$ cat src/rtl/seg_scan_pkg.sv
// seg_scan_pkg: shared constants and types for the 7-segment scanner.
//   AN_OFF / DP_OFF : inactive levels of the active-low anode and decimal-point pins
//   scan_state_e    : per-slot scan state (blanking gap, then driving the digit)
package seg_scan_pkg;

   localparam logic AN_OFF = 1'b1;
   localparam logic DP_OFF = 1'b1;

   typedef enum logic {
      StBlank = 1'b0,
      StDrive = 1'b1
   } scan_state_e;

endpackage

$ cat src/rtl/seg_scan_if.sv
// seg_scan_if: data/display bundle between the number producer, the scanner and the decoder.
//   load        : single-cycle strobe capturing value/dp_in
//   value       : packed hex digits, digit 0 rightmost
//   dp_in       : decimal-point request per digit
//   blank_lz    : leading-zero suppression enable (level)
//   hex_out     : nibble for the downstream hex-to-segment decoder
//   an          : anode enables, active-low
//   dp          : decimal point, active-low
//   frame_start : one-cycle pulse when digit 0's slot begins
interface seg_scan_if #(
   parameter int unsigned NUM_DIGITS = 4
);
   logic                    load;
   logic [4*NUM_DIGITS-1:0] value;
   logic [NUM_DIGITS-1:0]   dp_in;
   logic                    blank_lz;
   logic [3:0]              hex_out;
   logic [NUM_DIGITS-1:0]   an;
   logic                    dp;
   logic                    frame_start;

   modport master (
      output load, value, dp_in, blank_lz,
      input  hex_out, an, dp, frame_start
   );

   modport slave (
      input  load, value, dp_in, blank_lz,
      output hex_out, an, dp, frame_start
   );
endinterface

$ cat src/rtl/seg_scan_tick.sv
// seg_scan_tick: modulo-REFRESH_DIV slot counter (the scan_tick of the scanner).
//   clk, rst : clock and synchronous active-high reset
//   cnt      : current count 0..REFRESH_DIV-1
//   wrap     : high while cnt is at its last value (count returns to 0 next cycle)
module seg_scan_tick #(
   parameter int unsigned REFRESH_DIV = 100000,
   parameter int unsigned CNT_W       = $clog2(REFRESH_DIV)
) (
   input  logic             clk,
   input  logic             rst,
   output logic [CNT_W-1:0] cnt,
   output logic             wrap
);

   logic [CNT_W-1:0] cnt_q;

   always_comb begin
      cnt  = cnt_q;
      wrap = (cnt_q == CNT_W'(REFRESH_DIV - 1));
   end

   always_ff @(posedge clk) begin
      if (rst) begin
         cnt_q <= '0;
      end else if (wrap) begin
         cnt_q <= '0;
      end else begin
         cnt_q <= cnt_q + CNT_W'(1);
      end
   end

endmodule

$ cat src/rtl/seg_scan.sv
// seg_scan: time-multiplexed scanner for a common-anode multi-digit 7-segment display.
//   clk, rst : clock and synchronous active-high reset
//   bus      : seg_scan_if slave (load/value/dp_in/blank_lz in; hex_out/an/dp/frame_start out)
// Captured values sit in a pending register and are copied to the displayed shadow register
// only at frame boundaries, so a frame never mixes old and new digits. All outputs registered.
module seg_scan
   import seg_scan_pkg::*;
#(
   parameter int unsigned NUM_DIGITS  = 4,
   parameter int unsigned REFRESH_DIV = 100000,
   parameter int unsigned BLANK_CYC   = 1000
) (
   input  logic        clk,
   input  logic        rst,
   seg_scan_if.slave   bus
);

   localparam int unsigned CW = $clog2(REFRESH_DIV);
   localparam int unsigned IW = $clog2(NUM_DIGITS);
   localparam int unsigned VW = 4 * NUM_DIGITS;
   // Every slot starts in this state; with no blanking gap the slot drives from cycle 0.
   localparam scan_state_e SLOT_START = (BLANK_CYC == 0) ? StDrive : StBlank;

   logic [CW-1:0] cnt;
   logic          wrap;

   seg_scan_tick #(
      .REFRESH_DIV (REFRESH_DIV),
      .CNT_W       (CW)
   ) u_tick (
      .clk  (clk),
      .rst  (rst),
      .cnt  (cnt),
      .wrap (wrap)
   );

   logic [IW-1:0]         idx_q, idx_d;
   scan_state_e           state_q, state_d;
   logic [VW-1:0]         pend_val_q, pend_val_d, shad_val_q, shad_val_d;
   logic [NUM_DIGITS-1:0] pend_dp_q, pend_dp_d, shad_dp_q, shad_dp_d;
   logic                  boundary, fs_pend_q;
   logic [NUM_DIGITS:1]   zero_above;
   logic [NUM_DIGITS-1:0] sup;
   logic [NUM_DIGITS-1:0] an_q, an_d;
   logic [3:0]            hex_q, hex_d;
   logic                  dp_q, dp_d, fs_q;

   // Next-state: digit index, slot FSM, double buffer.
   always_comb begin
      boundary   = wrap && (idx_q == IW'(NUM_DIGITS - 1));
      idx_d      = idx_q;
      state_d    = state_q;
      pend_val_d = pend_val_q;
      pend_dp_d  = pend_dp_q;
      shad_val_d = shad_val_q;
      shad_dp_d  = shad_dp_q;

      if (wrap) begin
         idx_d = boundary ? '0 : idx_q + IW'(1);
      end

      if (wrap) begin
         state_d = SLOT_START;
      end else if ((BLANK_CYC != 0) && (cnt == CW'(BLANK_CYC - 1))) begin
         state_d = StDrive;
      end

      if (bus.load) begin
         pend_val_d = bus.value;
         pend_dp_d  = bus.dp_in;
      end
      // A load on the boundary cycle bypasses pending straight into shadow.
      if (boundary) begin
         shad_val_d = bus.load ? bus.value : pend_val_q;
         shad_dp_d  = bus.load ? bus.dp_in : pend_dp_q;
      end
   end

   // Leading-zero suppression and output decode.
   always_comb begin
      zero_above[NUM_DIGITS] = 1'b1;
      for (int i = NUM_DIGITS - 1; i >= 1; i--) begin
         zero_above[i] = zero_above[i+1] && (shad_val_q[4*i +: 4] == 4'h0);
      end
      sup[0] = 1'b0;
      for (int i = 1; i < NUM_DIGITS; i++) begin
         sup[i] = bus.blank_lz && zero_above[i];
      end

      an_d  = {NUM_DIGITS{AN_OFF}};
      hex_d = 4'h0;
      dp_d  = DP_OFF;
      for (int i = 0; i < NUM_DIGITS; i++) begin
         if (idx_q == IW'(i)) begin
            hex_d = shad_val_q[4*i +: 4];
            dp_d  = shad_dp_q[i] ? ~DP_OFF : DP_OFF;
            if ((state_q == StDrive) && !sup[i]) begin
               an_d[i] = ~AN_OFF;
            end
         end
      end
   end

   always_ff @(posedge clk) begin
      if (rst) begin
         idx_q      <= '0;
         state_q    <= SLOT_START;
         pend_val_q <= '0;
         pend_dp_q  <= '0;
         shad_val_q <= '0;
         shad_dp_q  <= '0;
         fs_pend_q  <= 1'b0;
         an_q       <= {NUM_DIGITS{AN_OFF}};
         hex_q      <= 4'h0;
         dp_q       <= DP_OFF;
         fs_q       <= 1'b0;
      end else begin
         idx_q      <= idx_d;
         state_q    <= state_d;
         pend_val_q <= pend_val_d;
         pend_dp_q  <= pend_dp_d;
         shad_val_q <= shad_val_d;
         shad_dp_q  <= shad_dp_d;
         // Boundary -> idx/cnt reach 0 next cycle -> visible on outputs the cycle after.
         fs_pend_q  <= boundary;
         an_q       <= an_d;
         hex_q      <= hex_d;
         dp_q       <= dp_d;
         fs_q       <= fs_pend_q;
      end
   end

   assign bus.an          = an_q;
   assign bus.hex_out     = hex_q;
   assign bus.dp          = dp_q;
   assign bus.frame_start = fs_q;

endmodule

$ cat src/flat_wrapper.sv
// flat-port wrapper written by rule: the top's interface ports become plain ports
module seg_scan_flat import seg_scan_pkg::*;
#(
   parameter int unsigned NUM_DIGITS  = 4,
   parameter int unsigned REFRESH_DIV = 100000,
   parameter int unsigned BLANK_CYC   = 1000
)
  (clk, rst, bus_load, bus_value, bus_dp_in, bus_blank_lz, bus_hex_out, bus_an, bus_dp, bus_frame_start);
  seg_scan_if #(.NUM_DIGITS(NUM_DIGITS)) bus_i ();
  input  logic clk;
  input  logic rst;
  input wire logic [$bits(bus_i.load)-1:0] bus_load;
  input wire logic [$bits(bus_i.value)-1:0] bus_value;
  input wire logic [$bits(bus_i.dp_in)-1:0] bus_dp_in;
  input wire logic [$bits(bus_i.blank_lz)-1:0] bus_blank_lz;
  output wire logic [$bits(bus_i.hex_out)-1:0] bus_hex_out;
  output wire logic [$bits(bus_i.an)-1:0] bus_an;
  output wire logic [$bits(bus_i.dp)-1:0] bus_dp;
  output wire logic [$bits(bus_i.frame_start)-1:0] bus_frame_start;
  assign bus_i.load = bus_load;
  assign bus_i.value = bus_value;
  assign bus_i.dp_in = bus_dp_in;
  assign bus_i.blank_lz = bus_blank_lz;
  assign bus_hex_out = bus_i.hex_out;
  assign bus_an = bus_i.an;
  assign bus_dp = bus_i.dp;
  assign bus_frame_start = bus_i.frame_start;
  seg_scan #(.NUM_DIGITS(NUM_DIGITS), .REFRESH_DIV(REFRESH_DIV), .BLANK_CYC(BLANK_CYC)) u_core (.clk(clk), .rst(rst), .bus(bus_i));
endmodule
$ cat config.mk
export PLATFORM = sky130hd
export DESIGN_NAME = seg_scan_flat
export DESIGN_NICKNAME = d
export VERILOG_FILES = /design/src/rtl/seg_scan_pkg.sv /design/src/rtl/seg_scan_if.sv /design/src/rtl/seg_scan_tick.sv /design/src/rtl/seg_scan.sv /design/src/flat_wrapper.sv
export SDC_FILE = /design/constraint.sdc
export NUM_CORES = 1
export LEC_CHECK = 0
export ABC_AREA = 0
export ABC_CLOCK_PERIOD_IN_PS = 3150
export CAP_MARGIN = 20
export CELL_PAD_IN_SITES_DETAIL_PLACEMENT = 1
export CELL_PAD_IN_SITES_GLOBAL_PLACEMENT = 2
export CORE_UTILIZATION = 35
export CTS_CLUSTER_DIAMETER = 40
export DETAILED_ROUTE_END_ITERATION = 6
export PLACE_DENSITY = 0.74
export SLEW_MARGIN = 10
export SYNTH_ARGS = -nofsm -noshare
export SYNTH_HDL_FRONTEND = slang
export SYNTH_SLANG_ARGS = --single-unit
$ cat constraint.sdc
create_clock -name clk -period 3.15 [get_ports clk]
set_input_delay 0.4725 -clock clk [delete_from_list [all_inputs] [get_ports clk]]
set_output_delay 0.4725 -clock clk [all_outputs]
set_load 0.02 [all_outputs]
Word-level counts from Yosys, hierarchy flattened
Cells that the tools add are included.

storage, ports and cells
  register bits after elaboration = 71
  logic and storage cells = 66
  memories = 0
  memory bits (read-only) = 0
  RAM bits = 0
  bits in latches = 0
  input bits = 24

cells by class
  divide/modulo/power cells = 0
  multipliers = 0
  reduce and logical (&&, ||, !) cells = 21
  multiplexer cells = 19
  $lt $le $gt $ge = 0
  $add $sub $neg = 2
  shifts and indexed selects = 0
  eq/ne operators = 5
  bitwise operators = 4

operators with widths
  cell                     number
  $mux W4                  5
  $add A17 B1 Y17 const B  1
  $eq A17 B10 Y1 const B   1
  $eq A17 B17 Y1 const B   1
  $mux W16                 1
  $logic_not A4 Y1         3
  $mux W1                  12
  $reduce_or A2 Y1         5
  $logic_and A1 B1 Y1      9
  $eq A2 B2 Y1 const B     2
  $not A1 Y1               4
  $logic_not A1 Y1         3
  $add A2 B1 Y2 const B    1
  $eq A2 B1 Y1 const B     1
  $logic_not A2 Y1         1
  $mux W2                  1

Depth between registers and ports, before layout
  depth after elaboration = 7
  mapped depth = 7
  mapped depth without buffers = 6

Modules after synthesis
Synthesis repeated with hierarchy kept, for this count alone.

second synthesis, totals
  cells, all modules = 300
  area total of the unflattened synthesis = 2879.0 um^2

modules (own cells, without submodules)
  module         cells each  times used  area an instance (um^2)
  seg_scan       212         1           2082.0
  seg_scan_tick  88          1           797.0

Worst setup path after synthesis
Ideal clock, no wire load.

  path kind = flip-flop to flip-flop
  start = register u_core.u_tick.cnt_q[0], in the netlist u_core.u_tick.cnt[0]
  end = register u_core.shad_dp_q[0]
  data arrival time = 1635 ps
  cell stages (with the launch flop) = 7
  library setup time = 121 ps
  slack = 1394 ps
  cells stage by stage = dfxtp_1 -> ha_1 -> and4_1 -> nand4_2 -> or2_4 -> buf_6 -> mux2_4

between the ends
  cells in the longest elaborated chain, start to end = 2

ends and longest elaborated chain
  item                    RTL line             source
  start, declared         seg_scan_tick.sv:15  logic [CNT_W-1:0] cnt_q;
  start signal, assigned  seg_scan_tick.sv:28  cnt_q <= cnt_q + CNT_W'(1);
  $eq A17 B17 Y1          seg_scan_tick.sv:19  wrap = (cnt_q == CNT_W'(REFRESH_DIV - 1));
  $logic_and A1 B1 Y1     seg_scan.sv:50       boundary = wrap && (idx_q == IW'(NUM_DIGITS - 1));
  end signal, assigned    seg_scan.sv:123      shad_dp_q <= shad_dp_d;
  end, declared           seg_scan.sv:40       logic [NUM_DIGITS-1:0] pend_dp_q, pend_dp_d, shad_dp_q, shad_dp_d;

No other way between the ends.
A chain may end at the register's enable or synchronous reset.

Worst setup path in the final report
  start = register u_core.u_tick.cnt_q[0], in the netlist u_core.u_tick.cnt[0]
  end = register u_core.shad_val_q[3]

between the ends
  cells in the longest elaborated chain, start to end = 2

ends and longest elaborated chain
  item                  RTL line             source
  $eq A17 B17 Y1        seg_scan_tick.sv:19
  $logic_and A1 B1 Y1   seg_scan.sv:50
  end signal, assigned  seg_scan.sv:122      shad_val_q <= shad_val_d;
  end, declared         seg_scan.sv:39       logic [VW-1:0] pend_val_q, pend_val_d, shad_val_q, shad_val_d;

No other way between the ends.

==> out/qor.json <==
{
  "setup_path": {
    "max_stage_delay_cell_worst_path": "sky130_fd_sc_hd__or2_4",
    "crit_path_max_incr_delay_ps": 420,
    "path_max_fanout": 20,
    "critPathCaptureType": "flop",
    "worst_path_dominant_cell_family": "simple AND/OR/NAND/NOR gates",
    "critical_path_buf_inv_count": 0,
    "crit_chain": "ha_1, and4_1, nand4_2, or2_4, mux2_4",
    "rr_startpoint": "u_core.u_tick.cnt[0]$_SDFF_PP0_",
    "timing.critical_path.from_type": "flop",
    "start_point_of_the_critical_path": "u_core.u_tick.cnt[0]$_SDFF_PP0_",
    "crit_arrival_ps": 2200,
    "criticalPathCategory": "flop to flop",
    "timing.critical_path.required_ps": 3380
  },
  "clocking": {
    "cts_tree": "done",
    "holdBufCountCts": 0,
    "postCtsSetupRepairBufs": 0,
    "clkSinkCount": 71,
    "clock_tree.buffer_depth": 2,
    "ctsHtreeMaxLevel": 3,
    "cts_resized": 0,
    "clkSlewWorstSetupHoldPaths_ps": 70,
    "worstSkewPairLatency_ps": 340,
    "numCtsBuffers": 9,
    "clockRootBuffer": "sky130_fd_sc_hd__clkbuf_8"
  },
  "sta": {
    "setup_tns_ps": 0,
    "fin_worst_skew_ps": 7.34,
    "setup_violation_total_in_the_final_timing_report": 0,
    "rsz0062_at_grt": "no",
    "timing.fmax_mhz": 505,
    "tightestPinTransition_ps": 585,
    "period_minus_slack_ps": 1980,
    "timing.max_slew.rel_slack_pct": 61.0,
    "pins_over_their_slew_limit": 0,
    "hold_viol": 0,
    "post-route-period-util_pct": 62.8
  },
  "floorplanning": {
    "die-area_um2": 8970,
    "floorplan.initialDensity_pct": 36.4,
    "cell_row_count": 33,
    "io_pins": 34,
    "design.core.area_um2": 8260,
    "die-width_um": 94.7,
    "die_h_um": 94.7
  },
  "synth": {
    "synth_enable_flop_cells": 0,
    "ys_top_cells_by_count": "71 x sky130_fd_sc_hd__dfxtp_1, 41 x sky130_fd_sc_hd__nor2_1, 26 x sky130_fd_sc_hd__mux2i_1",
    "synth_nets": 325,
    "ys_seq_elements": 71,
    "syn-mean-instance-area_um2": 10.2,
    "mappedNetlistArea_um2": 3010,
    "synthesis.yosys.warnings": 0,
    "synth.distinct_cells": 34,
    "yosys-top-cells-area": "sky130_fd_sc_hd__dfxtp_1 47%, sky130_fd_sc_hd__mux2_4 10%, sky130_fd_sc_hd__mux2i_1 8.7%",
    "most_common_cell_in_the_synthesized_netlist": "sky130_fd_sc_hd__dfxtp_1",
    "async_flop_share_pct": 0,
    "sequential_cell_area_fraction_in_the_yosys_report_pct": 47.3,
    "yosysTopAreaCell": "sky130_fd_sc_hd__dfxtp_1",
    "yosys.area.top_type_share_pct": 47.3,
    "synth_cells": 296,
    "dominantRegCellSynth": "sky130_fd_sc_hd__dfxtp_1"
  },
  "final_layout": {
    "drive_gt1_share_pct": 12.7,
    "fin_nets": 355,
    "final_design_area_no_fill_um2": 3610,
    "areaGrowthSynthToFinish_pct": 20.0,
    "antenna_cells_inserted": 0
  },
  "pwr": {
    "report.power.total_mw": 1.80,
    "vdd.ir_drop.worst_mv": 0.219,
    "p_per_area_nw_per_um2": 499,
    "power.leakage_nw": 1.45
  },
  "route": {
    "via_count": 2108,
    "drt_drc_violations_left": 0,
    "detail_route.wl_per_cell_um": 14.4,
    "drtAntennaViolNets": 0,
    "wl_um": 6250,
    "detail_route.vias_per_cell": 4.85,
    "first_pass_iters": 4,
    "dr.first_iter.drc_count": 62
  },
  "hold_path": {
    "hold_start": "u_core.u_tick.cnt[0]$_SDFF_PP0_",
    "min_path_type": "flop to flop"
  },
  "placed_design": {
    "placement.io_buffers": 33,
    "hpwl_um": 4240,
    "placedInstanceArea_um2": 3400,
    "last_weighted_congestion_value_of_the_routability_driven_placer": 0.780
  },
  "global_routing": {
    "number_of_antenna_violations_at_the_first_check_in_global_routing": 0,
    "grt_max_degree": 32,
    "grt_first_pass_wirelength_um": 10200,
    "global_route.overflow_total": 0,
    "track_usage_pct": 15.1,
    "grt_pass1_vias": 2130
  },
  "run": {
    "drv.max_cap_violation_count": 0
  },
  "run_status": {
    "run_status": "complete, no violations"
  }
}
==> cell usage in the layout (no fill, tap or decap), types with 2 or more instances in the layout <==
cell | netlist | layout
sky130_fd_sc_hd__and4_1 | 2 | 2
sky130_fd_sc_hd__o22ai_1 | 4 | 4
sky130_fd_sc_hd__and4b_1 | 2 | 2
sky130_fd_sc_hd__xnor2_1 | 10 | 10
sky130_fd_sc_hd__or4_1 | 2 | 2
sky130_fd_sc_hd__nor2_1 | 41 | 41
sky130_fd_sc_hd__bufinv_16 | 0 | 2
sky130_fd_sc_hd__ha_1 | 5 | 5
sky130_fd_sc_hd__buf_4 | 0 | 2
sky130_fd_sc_hd__nor2b_1 | 22 | 22
sky130_fd_sc_hd__mux2i_1 | 26 | 26
sky130_fd_sc_hd__nor3_1 | 4 | 4
sky130_fd_sc_hd__inv_1 | 5 | 5
sky130_fd_sc_hd__clkdlybuf4s50_1 | 0 | 32
sky130_fd_sc_hd__nand4_1 | 6 | 6
sky130_fd_sc_hd__dfxtp_1 | 71 | 71
sky130_fd_sc_hd__o21ai_0 | 5 | 5
sky130_fd_sc_hd__xor2_1 | 5 | 5
sky130_fd_sc_hd__clkbuf_8 | 0 | 10
sky130_fd_sc_hd__clkinv_2 | 0 | 2
sky130_fd_sc_hd__nand2_1 | 23 | 23
sky130_fd_sc_hd__nand3_1 | 8 | 8
sky130_fd_sc_hd__nor4_1 | 8 | 8
sky130_fd_sc_hd__mux2_4 | 20 | 20
==> logic make-up after synthesis <==
group           count (synthesis)  share of synthesized area (%)
compound gates                 13                           2.66
xor+xnor                       15                           4.37
fa+ha+maj                       5                           2.08
buf+inv                        21                           3.29
flops                          71                           47.3
mux                            46                           18.6
simple gates                  125                           21.7
==> final cells by class <==
class / instances / area (µm²)
Tap cell: 105 / 131
Fill cell: 937 / 4650
Multi-Input combinational cell: 204 / 1490
Clock inverter: 4 / 70.1
Timing Repair Buffer: 35 / 340
Clock buffer: 11 / 141
Sequential cell: 71 / 1420
Inverter: 5 / 18.8
==> worst paths after layout <==
check	depth (start not counted)	to	slack, ps
min	1	u_core.u_tick.cnt[0]$_SDFF_PP0_	460
max reg2reg	5	u_core.shad_val_q[3]$_SDFFE_PP0P_	1170
min reg2reg	1	u_core.u_tick.cnt[0]$_SDFF_PP0_	460
max	5	u_core.shad_val_q[3]$_SDFFE_PP0P_	1170
==> flip-flops by register name, indices dropped and copies added, names as in the netlist <==
signal	flops
u_core.bus.frame_start	1
u_core.pend_val_q	16
u_core.idx_q	2
u_core.bus.dp	1
u_core.bus.an	4
u_core.state_q	1
u_core.shad_dp_q	4
u_core.pend_dp_q	4
u_core.shad_val_q	16
u_core.fs_pend_q	1
u_core.u_tick.cnt	17
u_core.bus.hex_out	4
==> metal layers <==
| metal | vias to the layer above | part of all wire, % | global-route usage, % |
|---|---|---|---|
| li1 | 1071 | - | - |
| met1 | 1004 | 51 | 20.0 |
| met2 | 26 | 45 | 23.4 |
| met3 | 7 | 3.1 | 4.11 |
| met4 | 0 | 1.1 | 5.30 |
| met5 | - | 0 | 0 |
==> report_power, final <==
part / total [mW] / internal, mW / switching, mW
clock: 0.792 / 0.461 / 0.331
sequential: 0.922 / 0.915 / 0.00646
combinational: 0.0870 / 0.0457 / 0.0413
==> per-stage QoR <==
stage / worst slack [ps] / utilization [%] / hold WS, ps / cells
after global routing: 1040 / 43.7 / 472 / 435
after CTS: 1160 / 43.7 / 465 / 435
after floorplan: 1390 / - / 414 / 296
final: 1170 / 43.7 / 458 / 435
after detailed placement: 1130 / 41.2 / 438 / 420
after global placement: 1150 / 41.2 / 425 / 420
Note: power is estimated with default switching activity, not from simulation.
==> patch 1 (same flow settings) <==
`NUM_DIGITS` is set to 4 in 3 places; all go to 2.
--- a/src/rtl/seg_scan_if.sv
+++ b/src/rtl/seg_scan_if.sv
@@ -8,7 +8,7 @@
 //   dp          : decimal point, active-low
 //   frame_start : one-cycle pulse when digit 0's slot begins
 interface seg_scan_if #(
-   parameter int unsigned NUM_DIGITS = 4
+   parameter int unsigned NUM_DIGITS = 2
 );
    logic                    load;
    logic [4*NUM_DIGITS-1:0] value;
--- a/src/rtl/seg_scan.sv
+++ b/src/rtl/seg_scan.sv
@@ -6,7 +6,7 @@
 module seg_scan
    import seg_scan_pkg::*;
 #(
-   parameter int unsigned NUM_DIGITS  = 4,
+   parameter int unsigned NUM_DIGITS  = 2,
    parameter int unsigned REFRESH_DIV = 100000,
    parameter int unsigned BLANK_CYC   = 1000
 ) (
--- a/src/flat_wrapper.sv
+++ b/src/flat_wrapper.sv
@@ -1,7 +1,7 @@
 // flat-port wrapper written by rule: the top's interface ports become plain ports
 module seg_scan_flat import seg_scan_pkg::*;
 #(
-   parameter int unsigned NUM_DIGITS  = 4,
+   parameter int unsigned NUM_DIGITS  = 2,
    parameter int unsigned REFRESH_DIV = 100000,
    parameter int unsigned BLANK_CYC   = 1000
 )
Interface: changed (resized bus_an, bus_dp_in and bus_value); port bits go from 34 to 22. The function was not compared with the original's and may differ.
==> patch 1 against the unedited design <==
Cell count down 35%. Critical endpoint is now u_core.shad_dp_q[0]$_SDFFE_PP0P_. Critical path type unchanged. Largest cell class is now registers. Design area down 36%. Via count down 34%. Setup slack worse by 100 ps. Wire length down 34%. Clock skew down 4.2 ps. Die area down 34%. Sequential power down 33%. Sequential cell count down 23. Count of clock-buffer cells in the layout down 6. Synthesized area down 35%. Power down 38%. Sequential share of layout area up 2.0 points.
==> patch 1: results (changes against the unedited design) <==
run_status: "complete, no violations"  # unchanged
number_of_library_cell_types_mapped_by_synthesis: 37  # was 34
synth.cells.most_frequent: "dfxtp_1, nor2_1, mux2i_1, nor2b_1, mux2_4"  # was dfxtp_1, nor2_1, mux2i_1, nand2_1, nor2b_1
dpl.hpwl_um: 3010  # was 4240 um
grtUsageTotal: 0.154  # was 0.151
gp_congestion: 0.748  # was 0.780
static_leakage_uw: 0.000863  # was 0.00145 uW
finClkSkew_ps: 3.15  # was 7.34 ps
grt_start_max_net_pins: 33  # was 32
grt_first_pass_wirelength_um: 7210  # was 10200 um
port_buffers: 21  # was 33
number_of_fillers_in_the_final_layout: 615  # was 937
crit_arrival_ps: 2270  # was 2200 ps
drt-total-wl_um: 4120  # was 6250 um
ctsHtreeMaxLevel: 2  # was 3
vdd.ir_drop.worst_v: 0.000213  # was 0.000219 V
drt_pre_antenna_iters: 4  # unchanged
nets: 227  # was 355
yosys-top-cells-area: "dfxtp_1, mux2i_1, mux2_4"  # was dfxtp_1, mux2_4, mux2i_1
worst_setup_hold_path_clk_slew_ps: 90  # was 70 ps
synth.net_count: 209  # was 325
final_layout_size_suffix_gt1_frac: 0.127  # about the same
internal-power_uw: 883  # was 1420 uW
drt_initial_violations: 67  # was 62
path_max_fanout: 11  # was 20
grt_pass1_vias: 1525  # was 2130
post_dp_cell_area_um2: 2210  # was 3400 um^2
routed-via-count: 1384  # was 2108
max_slew.worst_pin.slew_ps: 638  # was 585 ps
cts-buffers-inserted: 5  # was 9
[patch 1: changes by cell type in the layout (fill, tap and decap cells not counted), moves of 5 or more]
cell / before / now
dfxtp_1: 71 / 48
nor2b_1: 22 / 11
mux2_4: 20 / 9
mux2i_1: 26 / 15
clkbuf_8: 10 / 5
clkdlybuf4s50_1: 32 / 21
nor2_1: 41 / 32
nand2_1: 23 / 6
[patch 1: final cells by class]
type,count,area share
clock buffers,5,0.0296
clock inverters,3,0.0199
inverters,2,0.00323
multi-input cells,133,0.403
flip-flops and latches,48,0.413
well taps,70,0.0377
repair buffers,22,0.0936
[patch 1: power groups by stage]
stage / sequential, uW / clock, uW / combinational [uW]
2_1_floorplan: 635 / 0 / 31.1
3_5_place_dp: 637 / 0 / 52.8
4_1_cts: 622 / 465 / 53.1
6_report: 622 / 448 / 51.6
5_1_grt: 624 / 486 / 58.8
3_3_place_gp: 636 / 0 / 50.5
[patch 1: logic make-up (layout without fill, tap and decap cells)]
family / Yosys count / count (layout) / synth area share
muxes: 25 / 25 / 0.151
adders and majority gates: 1 / 1 / 0.00635
buffers and inverters: 13 / 32 / 0.0368
AOI/OAI and AO/OA: 9 / 9 / 0.0248
and+or+nand+nor: 86 / 86 / 0.240
xor gates and xnor gates: 12 / 12 / 0.0534
DFF: 48 / 48 / 0.488
[patch 1: worst paths after layout]
kind                                          from                                to  slack, ps  cells after the start
hold / removal         u_core.state_q$_SDFFE_PP0N_       u_core.bus.an[1]$_SDFF_PP1_        450                      1
setup reg to reg  u_core.u_tick.cnt[11]$_SDFF_PP0_  u_core.shad_dp_q[0]$_SDFFE_PP0P_       1070                      4
hold reg to reg        u_core.state_q$_SDFFE_PP0N_       u_core.bus.an[1]$_SDFF_PP1_        450                      1
setup / recovery  u_core.u_tick.cnt[11]$_SDFF_PP0_  u_core.shad_dp_q[0]$_SDFFE_PP0P_       1070                      4
[patch 1: per-layer routing]
metal	track usage	wire length, um
met1	0.195	2000
met2	0.266	2010
met4	0.0453	24
met5	0	0
met3	0.0250	74
[patch 1: through the flow]
step | total power (uW) | setup WS [ps] | cells
final | 1120 | 1070 | 283
after global routing | 1170 | 984 | 283
after CTS | 1140 | 1050 | 283
after detailed placement | 689 | 1010 | 275
after global placement | 686 | 1070 | 275
after floorplan | 666 | 1280 | 194
[patch 1: critical path, cell delays in order (launching register included)]
cell	delay, ps
dfxtp_1	360
or4_4	570
nor4_4	360
nand2_2	290
mux2_4	390
==> patch 2 (same flow settings) <==
Made on the original files. `pend_val_q` no longer has a reset.
--- a/src/rtl/seg_scan.sv
+++ b/src/rtl/seg_scan.sv
@@ -105,7 +105,6 @@
       if (rst) begin
          idx_q      <= '0;
          state_q    <= SLOT_START;
-         pend_val_q <= '0;
          pend_dp_q  <= '0;
          shad_val_q <= '0;
          shad_dp_q  <= '0;
@@ -117,7 +116,6 @@
       end else begin
          idx_q      <= idx_d;
          state_q    <= state_d;
-         pend_val_q <= pend_val_d;
          pend_dp_q  <= pend_dp_d;
          shad_val_q <= shad_val_d;
          shad_dp_q  <= shad_dp_d;
@@ -130,6 +128,10 @@
       end
    end
 
+   always_ff @(posedge clk) begin
+      pend_val_q <= pend_val_d;
+   end
+
    assign bus.an          = an_q;
    assign bus.hex_out     = hex_q;
    assign bus.dp          = dp_q;
Behaviour: same outputs for any inputs over 10 cycles, from zero or initial values and one cycle with rst high; that may be too few to reach the edited logic, so the function may still have changed.
==> patch 2 against the unedited design <==
Power is 7.6% higher. Synthesized cell count is 2.4% higher. Sequential share of layout area is 0.85 points higher. Global-route usage is 1.7 points higher. Synthesized area is 5.1% lower. Die area is 5.0% lower. Wire length is 0.27% higher. Hold slack worse by 6.2 ps. Setup slack worse by 290 ps. Sequential cell count stayed put. Design area is 2.1% lower. Cell count is 2.1% higher. Count of clock-buffer cells in the layout stayed put. Combinational power is 11% higher. Critical endpoint is now u_core.shad_dp_q[0]$_SDFFE_PP0P_. Largest power group unchanged. Highest routed layer unchanged.
==> patch 2: results (changes against the unedited design) <==
run_status: "complete, no violations"  # unchanged
synth.cells.most_frequent: "dfxtp_1, nor2_1, nand2_1, a21oi_1"  # was dfxtp_1, nor2_1, mux2i_1, nand2_1, nor2b_1
inverters: 8  # was 5
yosys-top-cells-area: "dfxtp_1, mux2_2, nor2_1"  # was dfxtp_1, mux2_4, mux2i_1
routedLengthMet1_um: 3080  # was 3190 um
layout.nonclk_buf_frac: 0.106  # was 0.0942
max_slew.worst_pin.slew_ps: 701  # was 585 ps
placedCellCount: 428  # was 420
grt_pass1_vias: 2231  # was 2130
crit_arrival_ps: 2500  # was 2200 ps
multi_input_area_share: 0.375  # was 0.412
synthMuxAreaShare: 0.102  # was 0.186
globalRouteMet1Util: 0.223  # was 0.200
cp_slowest_stage_delay_ps: 400  # was 420 ps
number_of_library_cell_types_mapped_by_synthesis: 32  # was 34
worst_slack_ps: 879  # was 1170 ps
final_layout_size_suffix_gt1_frac: 0.117  # was 0.127
worst_setup_path_end: "u_core.shad_dp_q[0]$_SDFFE_PP0P_"  # was u_core.shad_val_q[3]$_SDFFE_PP0P_
internal-power_uw: 1550  # was 1420 uW
gp_congestion: 0.743  # was 0.780
core_area_um2: 7810  # was 8260 um^2
post_dp_cell_area_um2: 3280  # was 3400 um^2
met2_length_um: 2920  # was 2790 um
synth_compound_gate_area_share: 0.106  # was 0.0266
synth.net_count: 332  # was 325
layout.clock.cell_area_share: 0.0722  # was 0.0586
[patch 2: cell count changes after synthesis, sizes merged, moves of 4 or more]
cell / delta
nor2b: -20
mux2: -4
mux2i: -15
o21ai: +5
o21a: +16
nand3: +5
nand2b: +4
a21oi: +17
[patch 2: worst min-delay path by stage]
stage / endpoint / slack (ps) / cells after the start
global placement: u_core.bus.frame_start$_SDFF_PP0_ / 430 / 1
CTS: u_core.bus.frame_start$_SDFF_PP0_ / 460 / 1
floorplan: u_core.bus.frame_start$_SDFF_PP0_ / 410 / 1
global route: u_core.bus.frame_start$_SDFF_PP0_ / 480 / 1
detailed placement: u_core.bus.frame_start$_SDFF_PP0_ / 440 / 1
finish: u_core.bus.frame_start$_SDFF_PP0_ / 450 / 1
[patch 2: power by group through the flow]
stage / combinational, uW / sequential, uW / clock (uW)
after global placement: 97.3 / 954 / 0
after CTS: 99.1 / 934 / 937
after global routing: 109 / 937 / 984
after floorplan: 57.7 / 952 / 0
final: 97.0 / 934 / 907
after detailed placement: 98.6 / 955 / 0
